$ cat config.mk
export PLATFORM = sky130hd
export DESIGN_NAME = am_demod_agc_flat
export DESIGN_NICKNAME = d
export VERILOG_FILES = /design/src/rtl/am_demod_agc_if.sv /design/src/rtl/am_demod_agc.sv /design/src/flat_wrapper.sv
export SDC_FILE = /design/constraint.sdc
export NUM_CORES = 1
export LEC_CHECK = 0
export CORE_ASPECT_RATIO = 1.5
export CORE_MARGIN = 1.5
export CORE_UTILIZATION = 58
export DETAILED_ROUTE_END_ITERATION = 8
export PLACE_DENSITY = 0.79
export SYNTH_ARGS = -nofsm -noshare
export SYNTH_HDL_FRONTEND = slang
export SYNTH_SLANG_ARGS = --single-unit
$ cat constraint.sdc
create_clock -name clk -period 2.63 [get_ports clk]
set_clock_uncertainty 0.15 [all_clocks]
set_input_delay 0.263 -clock clk [delete_from_list [all_inputs] [get_ports clk]]
set_output_delay 0.263 -clock clk [all_outputs]
set_load 0.03 [all_outputs]
$ cat src/rtl/am_demod_agc_if.sv
// Signal bundle between the IF filter / control side and the AM envelope detector with AGC.
interface am_demod_agc_if;
  logic signed [7:0] if_filt_in;
  logic              agc_en;
  logic [2:0]        gain_manual;
  logic [2:0]        gain_sel;
  logic [7:0]        audio_out;
  logic              audio_valid;
  logic [1:0]        agc_state;

  modport master (
    output if_filt_in, agc_en, gain_manual,
    input  gain_sel, audio_out, audio_valid, agc_state
  );

  modport slave (
    input  if_filt_in, agc_en, gain_manual,
    output gain_sel, audio_out, audio_valid, agc_state
  );
endinterface

$ cat src/rtl/am_demod_agc.sv
// AM envelope detector: rectify, integrate-and-dump decimation to an audio sample,
// plus a peak-driven AGC loop that steers the IF filter gain select.
module am_demod_agc #(
  parameter int DECIM_LOG2    = 6,
  parameter int AGC_WIN_LOG2  = 4,
  parameter int HI_THRESH     = 112,
  parameter int LO_THRESH     = 32,
  parameter int HOLD_WINDOWS  = 4,
  parameter int SETTLE_CYCLES = 32,
  parameter int GAIN_INIT     = 3
) (
  input  logic            clk,
  input  logic            RSTb,
  am_demod_agc_if.slave   bus
);
  localparam int ACC_W  = 7 + DECIM_LOG2;
  localparam int SET_W  = $clog2(SETTLE_CYCLES + 1);
  localparam int HOLD_W = $clog2(HOLD_WINDOWS + 1);

  localparam logic [6:0]        HI_T      = 7'(HI_THRESH);
  localparam logic [6:0]        LO_T      = 7'(LO_THRESH);
  localparam logic [2:0]        GAIN_MAX  = 3'd5;
  localparam logic [2:0]        GAIN_LD   = 3'(GAIN_INIT);
  localparam logic [SET_W-1:0]  SETTLE_LD = SET_W'(SETTLE_CYCLES);
  localparam logic [HOLD_W-1:0] HOLD_LD   = HOLD_W'(HOLD_WINDOWS);

  typedef enum logic [1:0] {
    ST_ACQ    = 2'd0,
    ST_DECIDE = 2'd1,
    ST_SETTLE = 2'd2
  } agc_state_t;

  // Magnitude of a signed sample; -128 has no 7-bit magnitude so it saturates to 127.
  function automatic logic [6:0] abs_sat(input logic signed [7:0] x);
    logic [7:0] neg;
    neg = -x;
    if (!x[7])      return x[6:0];
    else if (neg[7]) return 7'd127;
    else            return neg[6:0];
  endfunction

  // Manual gain requests above the top step are pinned to the top step.
  function automatic logic [2:0] clamp_gain(input logic [2:0] g);
    return (g > GAIN_MAX) ? GAIN_MAX : g;
  endfunction

  // ---- stage p0: rectification ----
  logic [6:0] mag_p0;
  logic       vld_p0;

  // Register the rectified sample; vld_p0 marks that a real sample has entered the pipe.
  always_ff @(posedge clk) begin
    if (!RSTb) begin
      mag_p0 <= '0;
      vld_p0 <= 1'b0;
    end else begin
      mag_p0 <= abs_sat(bus.if_filt_in);
      vld_p0 <= 1'b1;
    end
  end

  // ---- stage p1: integrate and dump ----
  logic [ACC_W-1:0]      acc_p1;
  logic [ACC_W-1:0]      acc_sum;
  logic [DECIM_LOG2-1:0] samp_cnt;
  logic [7:0]            audio_p1;
  logic                  vld_p1;

  assign acc_sum = acc_p1 + ACC_W'(mag_p0);

  // Sum DECIM magnitudes, then emit the scaled sum and restart the accumulator.
  always_ff @(posedge clk) begin
    if (!RSTb) begin
      acc_p1   <= '0;
      samp_cnt <= '0;
      audio_p1 <= '0;
      vld_p1   <= 1'b0;
    end else begin
      vld_p1 <= 1'b0;
      if (vld_p0) begin
        samp_cnt <= samp_cnt + 1'b1;
        if (&samp_cnt) begin
          audio_p1 <= acc_sum[ACC_W-1:DECIM_LOG2-1];
          acc_p1   <= '0;
          vld_p1   <= 1'b1;
        end else begin
          acc_p1 <= acc_sum;
        end
      end
    end
  end

  // ---- AGC loop ----
  agc_state_t              state, state_nx;
  logic [6:0]              peak, peak_nx;
  logic [AGC_WIN_LOG2-1:0] blk_cnt, blk_nx;
  logic [SET_W-1:0]        settle_cnt, settle_nx;
  logic [HOLD_W-1:0]       hold_cnt, hold_nx;
  logic [2:0]              gain, gain_nx;

  // AGC state register; reset restarts acquisition at the initial gain.
  always_ff @(posedge clk) begin
    if (!RSTb) begin
      state      <= ST_ACQ;
      peak       <= '0;
      blk_cnt    <= '0;
      settle_cnt <= '0;
      hold_cnt   <= '0;
      gain       <= GAIN_LD;
    end else begin
      state      <= state_nx;
      peak       <= peak_nx;
      blk_cnt    <= blk_nx;
      settle_cnt <= settle_nx;
      hold_cnt   <= hold_nx;
      gain       <= gain_nx;
    end
  end

  // Next-state logic: manual override, peak acquisition, gain decision, settling.
  always_comb begin
    state_nx  = state;
    peak_nx   = peak;
    blk_nx    = blk_cnt;
    settle_nx = settle_cnt;
    hold_nx   = hold_cnt;
    gain_nx   = gain;
    if (!bus.agc_en) begin
      state_nx  = ST_ACQ;
      peak_nx   = '0;
      blk_nx    = '0;
      settle_nx = '0;
      hold_nx   = '0;
      gain_nx   = clamp_gain(bus.gain_manual);
    end else begin
      unique case (state)
        ST_ACQ: begin
          if (mag_p0 > peak) peak_nx = mag_p0;
          if (vld_p1) begin
            blk_nx = blk_cnt + 1'b1;
            if (&blk_cnt) state_nx = ST_DECIDE;
          end
        end
        ST_DECIDE: begin
          peak_nx = '0;
          blk_nx  = '0;
          if (peak > HI_T && gain != '0) begin
            gain_nx   = gain - 1'b1;
            hold_nx   = HOLD_LD;
            settle_nx = SETTLE_LD;
            state_nx  = ST_SETTLE;
          end else if (peak < LO_T && hold_cnt == '0 && gain < GAIN_MAX) begin
            gain_nx   = gain + 1'b1;
            settle_nx = SETTLE_LD;
            state_nx  = ST_SETTLE;
          end else begin
            state_nx = ST_ACQ;
            if (hold_cnt != '0) hold_nx = hold_cnt - 1'b1;
          end
        end
        ST_SETTLE: begin
          if (settle_cnt == '0) state_nx = ST_ACQ;
          else                  settle_nx = settle_cnt - 1'b1;
        end
        default: state_nx = ST_ACQ;
      endcase
    end
  end

  assign bus.gain_sel    = gain;
  assign bus.audio_out   = audio_p1;
  assign bus.audio_valid = vld_p1;
  assign bus.agc_state   = state;
endmodule

$ cat src/flat_wrapper.sv
// flat-port wrapper written by rule: the top's interface ports become plain ports
module am_demod_agc_flat 
#(
  parameter int DECIM_LOG2    = 6,
  parameter int AGC_WIN_LOG2  = 4,
  parameter int HI_THRESH     = 112,
  parameter int LO_THRESH     = 32,
  parameter int HOLD_WINDOWS  = 4,
  parameter int SETTLE_CYCLES = 32,
  parameter int GAIN_INIT     = 3
)
  (clk, RSTb, bus_if_filt_in, bus_agc_en, bus_gain_manual, bus_gain_sel, bus_audio_out, bus_audio_valid, bus_agc_state);
  am_demod_agc_if bus_i ();
  input  logic clk;
  input  logic RSTb;
  input wire logic [$bits(bus_i.if_filt_in)-1:0] bus_if_filt_in;
  input wire logic [$bits(bus_i.agc_en)-1:0] bus_agc_en;
  input wire logic [$bits(bus_i.gain_manual)-1:0] bus_gain_manual;
  output wire logic [$bits(bus_i.gain_sel)-1:0] bus_gain_sel;
  output wire logic [$bits(bus_i.audio_out)-1:0] bus_audio_out;
  output wire logic [$bits(bus_i.audio_valid)-1:0] bus_audio_valid;
  output wire logic [$bits(bus_i.agc_state)-1:0] bus_agc_state;
  assign bus_i.if_filt_in = bus_if_filt_in;
  assign bus_i.agc_en = bus_agc_en;
  assign bus_i.gain_manual = bus_gain_manual;
  assign bus_gain_sel = bus_i.gain_sel;
  assign bus_audio_out = bus_i.audio_out;
  assign bus_audio_valid = bus_i.audio_valid;
  assign bus_agc_state = bus_i.agc_state;
  am_demod_agc #(.DECIM_LOG2(DECIM_LOG2), .AGC_WIN_LOG2(AGC_WIN_LOG2), .HI_THRESH(HI_THRESH), .LO_THRESH(LO_THRESH), .HOLD_WINDOWS(HOLD_WINDOWS), .SETTLE_CYCLES(SETTLE_CYCLES), .GAIN_INIT(GAIN_INIT)) u_core (.clk(clk), .RSTb(RSTb), .bus(bus_i));
endmodule
# Yosys cells after proc, flatten, opt, wreduce, memory -nomap -nowiden
# Index checks and enable logic that the tools add are counted.
[op_classes]
add_sub_neg = 8
order_cmp = 5
eq_ne = 11
mux = 27
reduce_logical = 22
[op_table]
columns = ["op", "n"]
rows = [
  ["$mux W3", 8],
  ["$mux W7", 3],
  ["$mux W6", 3],
  ["$pmux W7 S2", 1],
  ["$add A13 B7 Y13", 1],
  ["$mux W13", 1],
  ["$ne A2 B1 Y1 const B", 6],
  ["$pmux W6 S2", 1],
  ["$mux W2", 5],
  ["$reduce_and A2 Y1", 5],
  ["$reduce_and A3 Y1", 3],
  ["$neg A8 Y8", 1],
  ["$pmux W4 S2", 1],
  ["$gt A7 B7 Y1", 1],
  ["$gt A7 B7 Y1 const B", 1],
  ["$lt A7 B6 Y1 const B", 1],
  ["$reduce_and A7 Y1", 1],
  ["$add A6 B1 Y6 const B", 1],
  ["$logic_not A6 Y1", 1],
  ["$ne A3 B1 Y1 const B", 2],
  ["$pmux W2 S3", 1],
  ["$reduce_and A6 Y1", 1],
  ["$reduce_bool A2 Y1", 3],
  ["$reduce_bool A3 Y1", 2],
  ["other kinds (15)", 19],
]
[word_totals]
ff_bits = 61
input_bits = 14
out_inout_bits = 14

# Depth between registers and ports, before layout
# Gate-level depths: netlist of the first run.
[logic_depth]
depth_word = 7
depth_mapped = 8
mapped_depth_nobuf = 8

# Worst setup path after synthesis of the first run
# Ideal clock, no wire load.
[synth_path]
path_type = "flip-flop to flip-flop"
from = "reg u_core.gain[2], in the netlist u_core.bus.gain_sel[2]"
to = "reg u_core.gain[2], in the netlist u_core.bus.gain_sel[2]"
setup_time_ps = 86
arrival_ps = 2070
required_ps = 2394
setup_slack_ps = 325
stages_incl_launch_ff = 9
period_less_slack_ps = 2305
path_cell_list = "dfxtp_1 nor3_1 nor3_1 inv_1 fa_1 nor4b_1 o21ai_0 xor2_1 a211oi_1"
[synth_via]
elab_chain_cells = 5
word_cells_on_any_way = 12
[synth_lines]
columns = ["element", "line", "source"]
rows = [
  ["from (decl)", "am_demod_agc.sv:99", "logic [2:0] gain, gain_nx;"],
  ["from (signal assigned)", "am_demod_agc.sv:116", "gain <= gain_nx;"],
  ["$add A3 B1 Y3 / $reduce_bool A3 Y1 (equally long branches)", "am_demod_agc.sv:153, am_demod_agc.sv:147", ""],
  ["$mux W3 / $logic_and A1 B1 Y1 (equally long branches)", "am_demod_agc.sv:152, am_demod_agc.sv:147", ""],
  ["$mux W3", "am_demod_agc.sv:147", "if (peak > HI_T && gain != '0) begin"],
  ["$mux W3", "am_demod_agc.sv:136", "unique case (state)"],
  ["$mux W3", "am_demod_agc.sv:128", "if (!bus.agc_en) begin"],
]
# Parallel ways exist; a longest one is shown, timed or not. The select of a mux whose other input is x is not followed.
# A chain may end at the register's enable or synchronous reset.

# Final worst setup path of the first run
[layout_path]
from = "reg u_core.gain[0], in the netlist u_core.bus.gain_sel[0]"
to = "reg u_core.gain[2], in the netlist u_core.bus.gain_sel[2]"
# The elaborated chain is that of the path after synthesis.

==> results of run 1 <==
==> registers in the layout (all words and copies together), names as in the netlist, 2 cells and up <==
name	cells
u_core.settle_cnt	6
u_core.acc_p1	13
u_core.samp_cnt	6
u_core.hold_cnt	3
u_core.peak	7
u_core.blk_cnt	4
u_core.bus.audio_out	8
u_core.mag_p0	7
u_core.bus.gain_sel	3
u_core.bus.agc_state	2
==> cell families (layout without fill, tap and decap cells) <==
kind of cell	Yosys count	in the layout
adder cells (fa/ha/maj)	26	26
AND/OR/NAND/NOR	137	137
buffers and inverters	56	94
AO/OA/AOI/OAI	117	117
multiplexers	7	7
XOR/XNOR	13	13
flip-flops	61	61
==> layout make-up <==
| type | instances | share of cell area |
|---|---|---|
| multi-input combinational | 300 | 0.503 |
| inverter | 42 | 0.0389 |
| clock inverter | 5 | 0.0185 |
| tap | 72 | 0.0222 |
| sequential | 61 | 0.301 |
| timing repair buffer | 36 | 0.0834 |
| clock buffer | 11 | 0.0324 |
==> path summary, 6_finish.rpt <==
check	startpoint	endpoint	slack, ns	depth (start not counted)
hold / removal	u_core.bus.audio_out[0]$_SDFFE_PN0P_	u_core.bus.audio_out[0]$_SDFFE_PN0P_	0.31	2
hold reg to reg	u_core.bus.audio_out[0]$_SDFFE_PN0P_	u_core.bus.audio_out[0]$_SDFFE_PN0P_	0.31	2
setup reg to reg	u_core.bus.gain_sel[0]$_SDFFE_PN1P_	u_core.bus.gain_sel[2]$_SDFFE_PN0P_	0.23	8
setup / recovery	u_core.bus.gain_sel[0]$_SDFFE_PN1P_	u_core.bus.gain_sel[2]$_SDFFE_PN0P_	0.23	8
==> placed cells by master, fill, tap and decap left out, types with 5 or more instances in the layout <==
master / instances
nor2b_1: 10
a21oi_1: 29
o31ai_1: 5
clkbuf_8: 9
nor4_1: 5
nand3_1: 22
ha_1: 24
o32ai_1: 7
inv_1: 41
nor3_1: 12
nand2_1: 30
nor2_1: 28
dfxtp_1: 61
xor2_1: 9
buf_4: 9
mux2i_1: 7
clkdlybuf4s50_1: 27
nand4_1: 7
o211ai_1: 5
o21ai_0: 23
==> metrics by stage <==
step	utilization	hold slack (ns)	cells
floorplan	-	0.141	417
global placement	0.662	0.298	511
detailed placement	0.662	0.306	511
CTS	0.698	0.316	527
global route	0.700	0.343	527
finish	0.700	0.310	527
==> power groups by stage <==
stage	logic [mW]	registers [mW]	clock network (mW)
2_1_floorplan	0.226	1.01	0
3_3_place_gp	0.304	1.01	0
3_5_place_dp	0.313	1.02	0
4_1_cts	0.315	0.995	0.907
5_1_grt	0.355	1.00	0.954
6_report	0.321	0.996	0.891
==> worst max-delay path: stages (launching register included) <==
cell and delay, ns:
dfxtp_1 0.36, nor3_1 0.50, nor3_2 0.14, inv_1 0.11
fa_1 0.21, nor4b_1 0.26, o21ai_0 0.17, xor2_1 0.18
a211oi_1 0.24
==> timing repair <==
action / CTS / global route
setup endpoints to repair: 0 / 2
buffers inserted: 0 / 0
gates resized for setup: 0 / 2
==> routing by layer <==
| layer | track usage | vias up | routed length, um |
|---|---|---|---|
| met5 | 0 | - | 0 |
| met2 | 0.493 | 82 | 4280 |
| met3 | 0.0611 | 23 | 288 |
| li1 | - | 1585 | - |
| met1 | 0.267 | 1498 | 3140 |
| met4 | 0.100 | 0 | 188 |
==> results.yml, run 1 <==
sta:
  setup_violations: 0
  rsz0062_at_grt: "false"
  setup_tns_ns: 0
  worstMarginPinSlew_ns: 0.660
  post-route-min-period_ns: 2.40
  worst_slack_ns: 0.232
  finalHoldViolations: 0
  slew_viol_final: 0
  maxSlewHeadroom: 0.558
  max_freq_mhz: 417
  finalCritPeriodShare: 0.912
synthesis:
  synth.most_common_cell: "dfxtp_1"
  synth_nets: 457
  synth_cell_type_count: 67
  yosys.area_share.simple: 0.202
  synthMuxAreaShare: 0.0202
  synth_adder_area_share: 0.0980
  synth_xor_area_frac: 0.0328
  synth_top_family_by_area: "compound AO/OA/AOI/OAI gates"
  ys_async_sr_fraction: 0
  yosysTopAreaCell: "dfxtp_1"
  synth_flop_cell: "dfxtp_1"
  syn_area_per_cell_sq_um: 8.33
  synth_top_area_frac: 0.352
  postSynthCellCount: 417
  yosysWarnings: 0
  synth_area_leaders: "dfxtp_1 (35%), ha_1 (8.6%), inv_1 (4.4%)"
  syn_area_sq_mm: 0.00347
  seq_area_frac_synth: 0.352
  synth_common_cells: "dfxtp_1 (61), inv_1 (41), nand2_1 (30)"
  synth_enable_flop_cells: 0
  yosys_register_bits: 61
  synth_compound_area_frac: 0.231
clocking:
  hold_buffers: 0
  cts_root_buffer: "clkbuf_8"
  clock_latency_ns: 0.34
  cts.htree.levels: 3
  tritoncts: "done"
  numCtsBuffers: 9
  clock_sinks: 61
  clkTransAtPathRegs_ns: 0.06
  clk_path_buf_depth: 2
route:
  wl_mm: 7.90
  ant_nets: 0
  drtIter0Drc: 147
  post_drt_wl_per_cell_um: 15.0
  via_per_inst: 6.05
  dr.pass1.iters: 5
  vias: 3188
  drc: 0
floorplanning:
  io_pins: 28
  core_sq_mm: 0.00579
  die_h_um: 97.8
  die_w_um: 66.2
  start_util: 0.600
  rows: 34
  die_area_sq_mm: 0.00647
grt:
  grt_pass1_wl_mm: 13.4
  grt-ovfl-total: 0
  grt_max_degree: 15
  grt_use_total: 0.262
  grt_pass1_vias: 3144
  antenna_found_initial: 0
critical_path:
  crit_type: "flip-flop to flip-flop"
  cp_max_fo: 5
  start_kind: "flip-flop"
  required_ns: 2.73
  crit_path_end_kind: "flip-flop"
  crit_arrival_ns: 2.50
finish:
  stdcell_area_sq_mm: 0.00405
  multiInputGateArea_sq_mm: 0.00204
  final_nets: 490
  area_delta_synth_final_pct: 16.7
  drive_gt1_frac: 0.0791
  diodes: 0
  nFillCells: 492
  seq_area_sq_mm: 0.00122
placed_design:
  hpwl_mm: 5.78
  place_congestion: 0.859
  port_buffers: 27
  pre_cts_ws_ns: 0.220
  dpl_cell_area_sq_mm: 0.00383
power_and_ir_drop:
  clockPowerShare: 0.403
  p_sw_frac: 0.263
  leakagePower_nw: 1.52
  seqPwrFrac: 0.451
  intPower_mw: 1.63
  irDropWorstVdd_mv: 0.400
  netSwitchingPower_mw: 0.581
  power_density_mw_per_mm2: 545
  power_frac_comb: 0.145
  design_power_total_mw: 2.21
run_status:
  outcome: "complete, no violations"
hold_path:
  hold_path_class: "flip-flop to flip-flop"
run:
  cap_violations: 0
No activity file was read; power rests on OpenSTA's default activity.
==> inputs of run 2 (changes only) <==
--- a/config.mk
+++ b/config.mk
@@ -7,9 +7,9 @@
 export LEC_CHECK = 0
 export CORE_ASPECT_RATIO = 1.5
 export CORE_MARGIN = 1.5
-export CORE_UTILIZATION = 58
+export CORE_UTILIZATION = 40
 export DETAILED_ROUTE_END_ITERATION = 8
-export PLACE_DENSITY = 0.79
+export PLACE_DENSITY = 0.57
 export SYNTH_ARGS = -nofsm -noshare
 export SYNTH_HDL_FRONTEND = slang
 export SYNTH_SLANG_ARGS = --single-unit
==> results.yml, run 2 (synthesis results as in run 1) <==
finish:
  regMostFlops: "u_core.acc_p1"
  final_core_util: 0.498
  final_common_cell: "dfxtp_1"
  final_cell_mix: "dfxtp_1 (61), inv_1 (41), nand2_1 (30), a21oi_1 (29), nor2_1 (28)"
  area_delta_synth_final_pct: 20.6
  drive_gt1_frac: 0.0791
  diodes: 0
  largest_register_ffs: 13
  final_nets: 490
  nFillCells: 859
route:
  wl_mm: 8.47
  dr.pass1.iters: 4
  vias: 3091
  post_drt_wl_per_cell_um: 15.1
  ant_nets: 0
  drc: 0
  via_per_inst: 5.50
  drtIter0Drc: 104
floorplanning:
  rows: 41
  core_sq_mm: 0.00841
  start_util: 0.413
  die_h_um: 117
  io_pins: 28
  die_w_um: 79.1
  die_area_sq_mm: 0.00926
sta:
  finalCritPeriodShare: 0.917
  worst_slack_ns: 0.220
  post-route-min-period_ns: 2.41
  rsz0062_at_grt: "false"
  finalHoldViolations: 0
  setup_tns_ns: 0
  worstMarginPinSlew_ns: 0.705
  setup_violations: 0
  slew_viol_final: 0
  maxSlewHeadroom: 0.528
  max_freq_mhz: 415
grt:
  busiest_layer: "met2"
  met1_usage: 0.209
  grt_pass1_wl_mm: 14.1
  antenna_found_initial: 0
  grtUsageMet3: 0.0380
  grt-ovfl-total: 0
  grt_max_degree: 19
  grt_pass1_vias: 3047
  globalRouteMet2Util: 0.371
  grt_use_total: 0.196
power_and_ir_drop:
  power_density_mw_per_mm2: 604
  leakagePower_nw: 1.57
  irDropWorstVdd_mv: 0.355
clocking:
  tritoncts: "done"
  clkTransAtPathRegs_ns: 0.05
  hold_buffers: 0
  clock_sinks: 61
  cts_resized: 0
  cts.htree.levels: 3
  postCtsSetupBuffers: 0
  cts_root_buffer: "clkbuf_16"
  numCtsBuffers: 9
  clock_latency_ns: 0.33
  clk_path_buf_depth: 2
placed_design:
  pre_cts_ws_ns: 0.240
  place_congestion: 0.830
  port_buffers: 27
  hpwl_mm: 6.36
hold_path:
  hold_depth: 2
  min_from: "u_core.bus.audio_out[0]$_SDFFE_PN0P_"
  hold_path_class: "flip-flop to flip-flop"
  worstHoldEndpoint: "u_core.bus.audio_out[0]$_SDFFE_PN0P_"
critical_path:
  required_ns: 2.72
  r2r-end: "u_core.bus.gain_sel[2]$_SDFFE_PN0P_"
  cp_max_fo: 5
  reg2reg_depth: 8
  crit_path_end_kind: "flip-flop"
  path_cells: "nor3_1 > nor3_1 > inv_1 > fa_1 > nor4b_1 > o21ai_0 > xor2_1 > a211oi_1"
  reg2reg_slack_ns: 0.22
  cp_slowest_cell: "dfxtp_1"
  path_buf_inv: 1
  cp_slowest_stage_delay_ns: 0.42
  r2r-start: "u_core.bus.gain_sel[0]$_SDFFE_PN1P_"
  crit_arrival_ns: 2.50
  critical-path-top-delay-family: "simple AND/OR/NAND/NOR gates"
  crit_top_cell: "nor3_1"
  start_kind: "flip-flop"
  crit_type: "flip-flop to flip-flop"
run:
  cap_violations: 0
run_status:
  outcome: "complete, no violations"
## run 2: cell types whose count changed in the layout (fill, tap and decap cells not counted), sizes merged
| cell | before | now |
|---|---|---|
| clkbuf | 11 | 12 |
| bufinv | 2 | 1 |
## run 2: routing by layer
layer / vias up / part of all wire
li1: 1585 / -
met3: 12 / 0.027
met4: 0 / 0.019
met1: 1464 / 0.42
met5: - / 0
met2: 30 / 0.53
## run 2: cell type report
class                           instances  area, sq um  area share
Timing Repair Buffer                   36          338      0.0807
Inverter                               42          158      0.0376
Clock buffer                           12          267      0.0636
Multi-Input combinational cell        300         2030       0.484
Clock inverter                          4         45.0      0.0108
Tap cell                              107          134      0.0320
Sequential cell                        61         1220       0.292
## run 2: how the worst max path moves through the flow
stage	from	to	slack (ns)	cells past startpoint
2_1_floorplan	u_core.bus.gain_sel[2]$_SDFFE_PN0P_	u_core.bus.gain_sel[2]$_SDFFE_PN0P_	0.32	8
3_3_place_gp	u_core.bus.gain_sel[0]$_SDFFE_PN1P_	u_core.bus.gain_sel[2]$_SDFFE_PN0P_	0.24	8
6_report	u_core.bus.gain_sel[0]$_SDFFE_PN1P_	u_core.bus.gain_sel[2]$_SDFFE_PN0P_	0.22	8
5_1_grt	u_core.bus.gain_sel[0]$_SDFFE_PN1P_	u_core.bus.gain_sel[2]$_SDFFE_PN0P_	0.08	8
3_5_place_dp	u_core.bus.gain_sel[0]$_SDFFE_PN1P_	u_core.bus.gain_sel[2]$_SDFFE_PN0P_	0.24	8
4_1_cts	u_core.bus.gain_sel[0]$_SDFFE_PN1P_	u_core.bus.gain_sel[2]$_SDFFE_PN0P_	0.21	8
## run 2: report_power, final
group          switching (mW)  internal (mW)
Clock                   0.411          0.805
Combinational           0.175          0.136
Sequential             0.0396          0.962
Total                   0.626           1.90
## run 2: metrics by stage
stage / cell area (sq um) / hold WS [ns] / std cells / power (mW)
after CTS: 4190 / 0.308 / 562 / 2.55
after global routing: 4190 / 0.350 / 562 / 2.64
final: 4190 / 0.309 / 562 / 2.53
after global placement: 3880 / 0.298 / 546 / 1.33
after floorplan: 3470 / 0.141 / 417 / 1.23
after detailed placement: 3880 / 0.297 / 546 / 1.33
## run 2: worst reg2reg max path, cell delays in order (launching register included)
cell and delay, ns:
dfxtp_1 0.42, nor3_1 0.13, nor3_1 0.36, inv_1 0.11, fa_1 0.42, nor4b_1 0.16, o21ai_0 0.24, xor2_1 0.11
a211oi_1 0.23
==> inputs of run 3 (changes only) <==
--- a/config.mk
+++ b/config.mk
@@ -10,6 +10,7 @@
 export CORE_UTILIZATION = 40
 export DETAILED_ROUTE_END_ITERATION = 8
 export PLACE_DENSITY = 0.57
+export RECOVER_POWER = 100
 export SYNTH_ARGS = -nofsm -noshare
 export SYNTH_HDL_FRONTEND = slang
 export SYNTH_SLANG_ARGS = --single-unit
==> results.yml, run 3 (synthesis results as in run 1) <==
route:
  via_per_inst: 5.53
  vias: 3107
  drtIter0Drc: 112
  ant_nets: 0
  wl_mm: 8.47
  post_drt_wl_per_cell_um: 15.1
  dr.pass1.iters: 4
  drc: 0
run_status:
  outcome: "complete, no violations"
placed_design:
  dpl_cell_area_sq_mm: 0.00388
  place_congestion: 0.830
  dp_cells: 546
  hpwl_mm: 6.36
  port_buffers: 27
power_and_ir_drop:
  clockPowerShare: 0.483
  netSwitchingPower_mw: 0.626
  p_sw_frac: 0.248
  power_frac_comb: 0.120
  irDropWorstVdd_mv: 0.358
  intPower_mw: 1.90
  power_density_mw_per_mm2: 607
  seqPwrFrac: 0.397
  leakagePower_nw: 1.59
sta:
  max_freq_mhz: 408
  maxSlewHeadroom: 0.416
  hold_slack_ns: 0.306
  finalHoldViolations: 0
  post-route-min-period_ns: 2.45
  setup_violations: 0
  finalCritPeriodShare: 0.931
  rsz0062_at_grt: "false"
  worstMarginPinSlew_ns: 0.877
  slew_viol_final: 0
  setup_tns_ns: 0
floorplanning:
  die_w_um: 79.1
  die_h_um: 117
  rows: 41
  start_util: 0.413
  io_pins: 28
  die_area_sq_mm: 0.00926
  core_sq_mm: 0.00841
clocking:
  postCtsSetupBuffers: 0
  cts_resized: 0
  clock_latency_ns: 0.33
  cts.htree.levels: 3
  tritoncts: "done"
  hold_buffers: 0
  cts_root_buffer: "clkbuf_16"
  clock_sinks: 61
  clkTransAtPathRegs_ns: 0.05
  clk_path_buf_depth: 2
  numCtsBuffers: 9
grt:
  grt_max_degree: 19
  globalRouteMet2Util: 0.371
  met1_usage: 0.209
  grt_pass1_vias: 3047
  grt-ovfl-total: 0
  grt_pass1_wl_mm: 14.1
  grtUsageMet3: 0.0380
  antenna_found_initial: 0
  grt_use_total: 0.196
  busiest_layer: "met2"
finish:
  final_nets: 490
  final_common_cell: "dfxtp_1"
  stdcell_area_sq_mm: 0.00416
  drive_gt1_frac: 0.0637
  area_delta_synth_final_pct: 19.7
  final_cell_mix: "dfxtp_1 (61), inv_1 (41), nand2_1 (30), a21oi_1 (29), nor2_1 (29)"
  regMostFlops: "u_core.acc_p1"
  final_cell_count_no_fill: 562
  diodes: 0
  nFillCells: 868
  largest_register_ffs: 13
critical_path:
  crit_path_end_kind: "flip-flop"
  path_cells: "inv_1 > ha_1 > or4b_1 > nor2_1 > o21ai_4 > or4_1 > a21oi_2"
  required_ns: 2.75
  crit_arrival_ns: 2.57
  start_kind: "flip-flop"
  cp_slowest_stage_delay_ns: 0.56
  cp_max_fo: 8
  crit_type: "flip-flop to flip-flop"
  cp_slowest_cell: "or4_1"
hold_path:
  hold_path_class: "flip-flop to flip-flop"
run:
  cap_violations: 0
[run 3: cell types whose count changed in the layout (fill, tap and decap cells not counted), sizes merged]
cell	before	now
clkdlybuf4s50	27	11
dlygate4sd3	0	16
buf	9	4
clkbuf	12	17
[run 3: worst paths after layout]
kind	startpoint	to	slack, ns	depth (start not counted)
worst max-delay path	u_core.hold_cnt[0]$_SDFFE_PN0P_	u_core.settle_cnt[2]$_SDFFE_PN0P_	0.18	7
worst min-delay path	u_core.bus.audio_out[0]$_SDFFE_PN0P_	u_core.bus.audio_out[0]$_SDFFE_PN0P_	0.31	2
worst max register to register	u_core.hold_cnt[0]$_SDFFE_PN0P_	u_core.settle_cnt[2]$_SDFFE_PN0P_	0.18	7
worst min register to register	u_core.bus.audio_out[0]$_SDFFE_PN0P_	u_core.bus.audio_out[0]$_SDFFE_PN0P_	0.31	2
[run 3: per-stage QoR]
stage / power (mW) / util / setup slack [ns]
after global routing: 2.63 / 0.494 / 0.0408
after global placement: 1.33 / 0.461 / 0.240
final: 2.52 / 0.494 / 0.181
after floorplan: 1.23 / - / 0.325
after CTS: 2.55 / 0.498 / 0.205
after detailed placement: 1.33 / 0.461 / 0.240
[run 3: worst max-delay path: cells and delay by family, from the launching register on]
kind	cells	cell delay, ns
buf+inv	1	0.08
flops	1	0.32
compound gates	2	0.30
fa+ha+maj	1	0.19
simple gates	3	1.37
[run 3: layer usage]
metal / up-vias / wire [um]
met1: 1480 / 3520
li1: 1579 / -
met5: - / 0
met3: 14 / 232
met4: 0 / 183
met2: 34 / 4530
[run 3: area by class of cell]
type	instances	area (sq um)	area share
repair buffers	36	320	0.0771
multi-input cells	300	2010	0.484
clock buffers	12	267	0.0641
well taps	107	134	0.0322
inverters	42	158	0.0379
flip-flops and latches	61	1220	0.294
clock inverters	4	45.0	0.0108
[run 3: power groups by stage]
stage	clock (mW)	sequential [mW]	combinational (mW)
detailed placement	0	1.02	0.313
finish	1.22	1.00	0.304
global placement	0	1.02	0.310
global route	1.28	1.00	0.342
CTS	1.24	1.00	0.314
floorplan	0	1.01	0.226
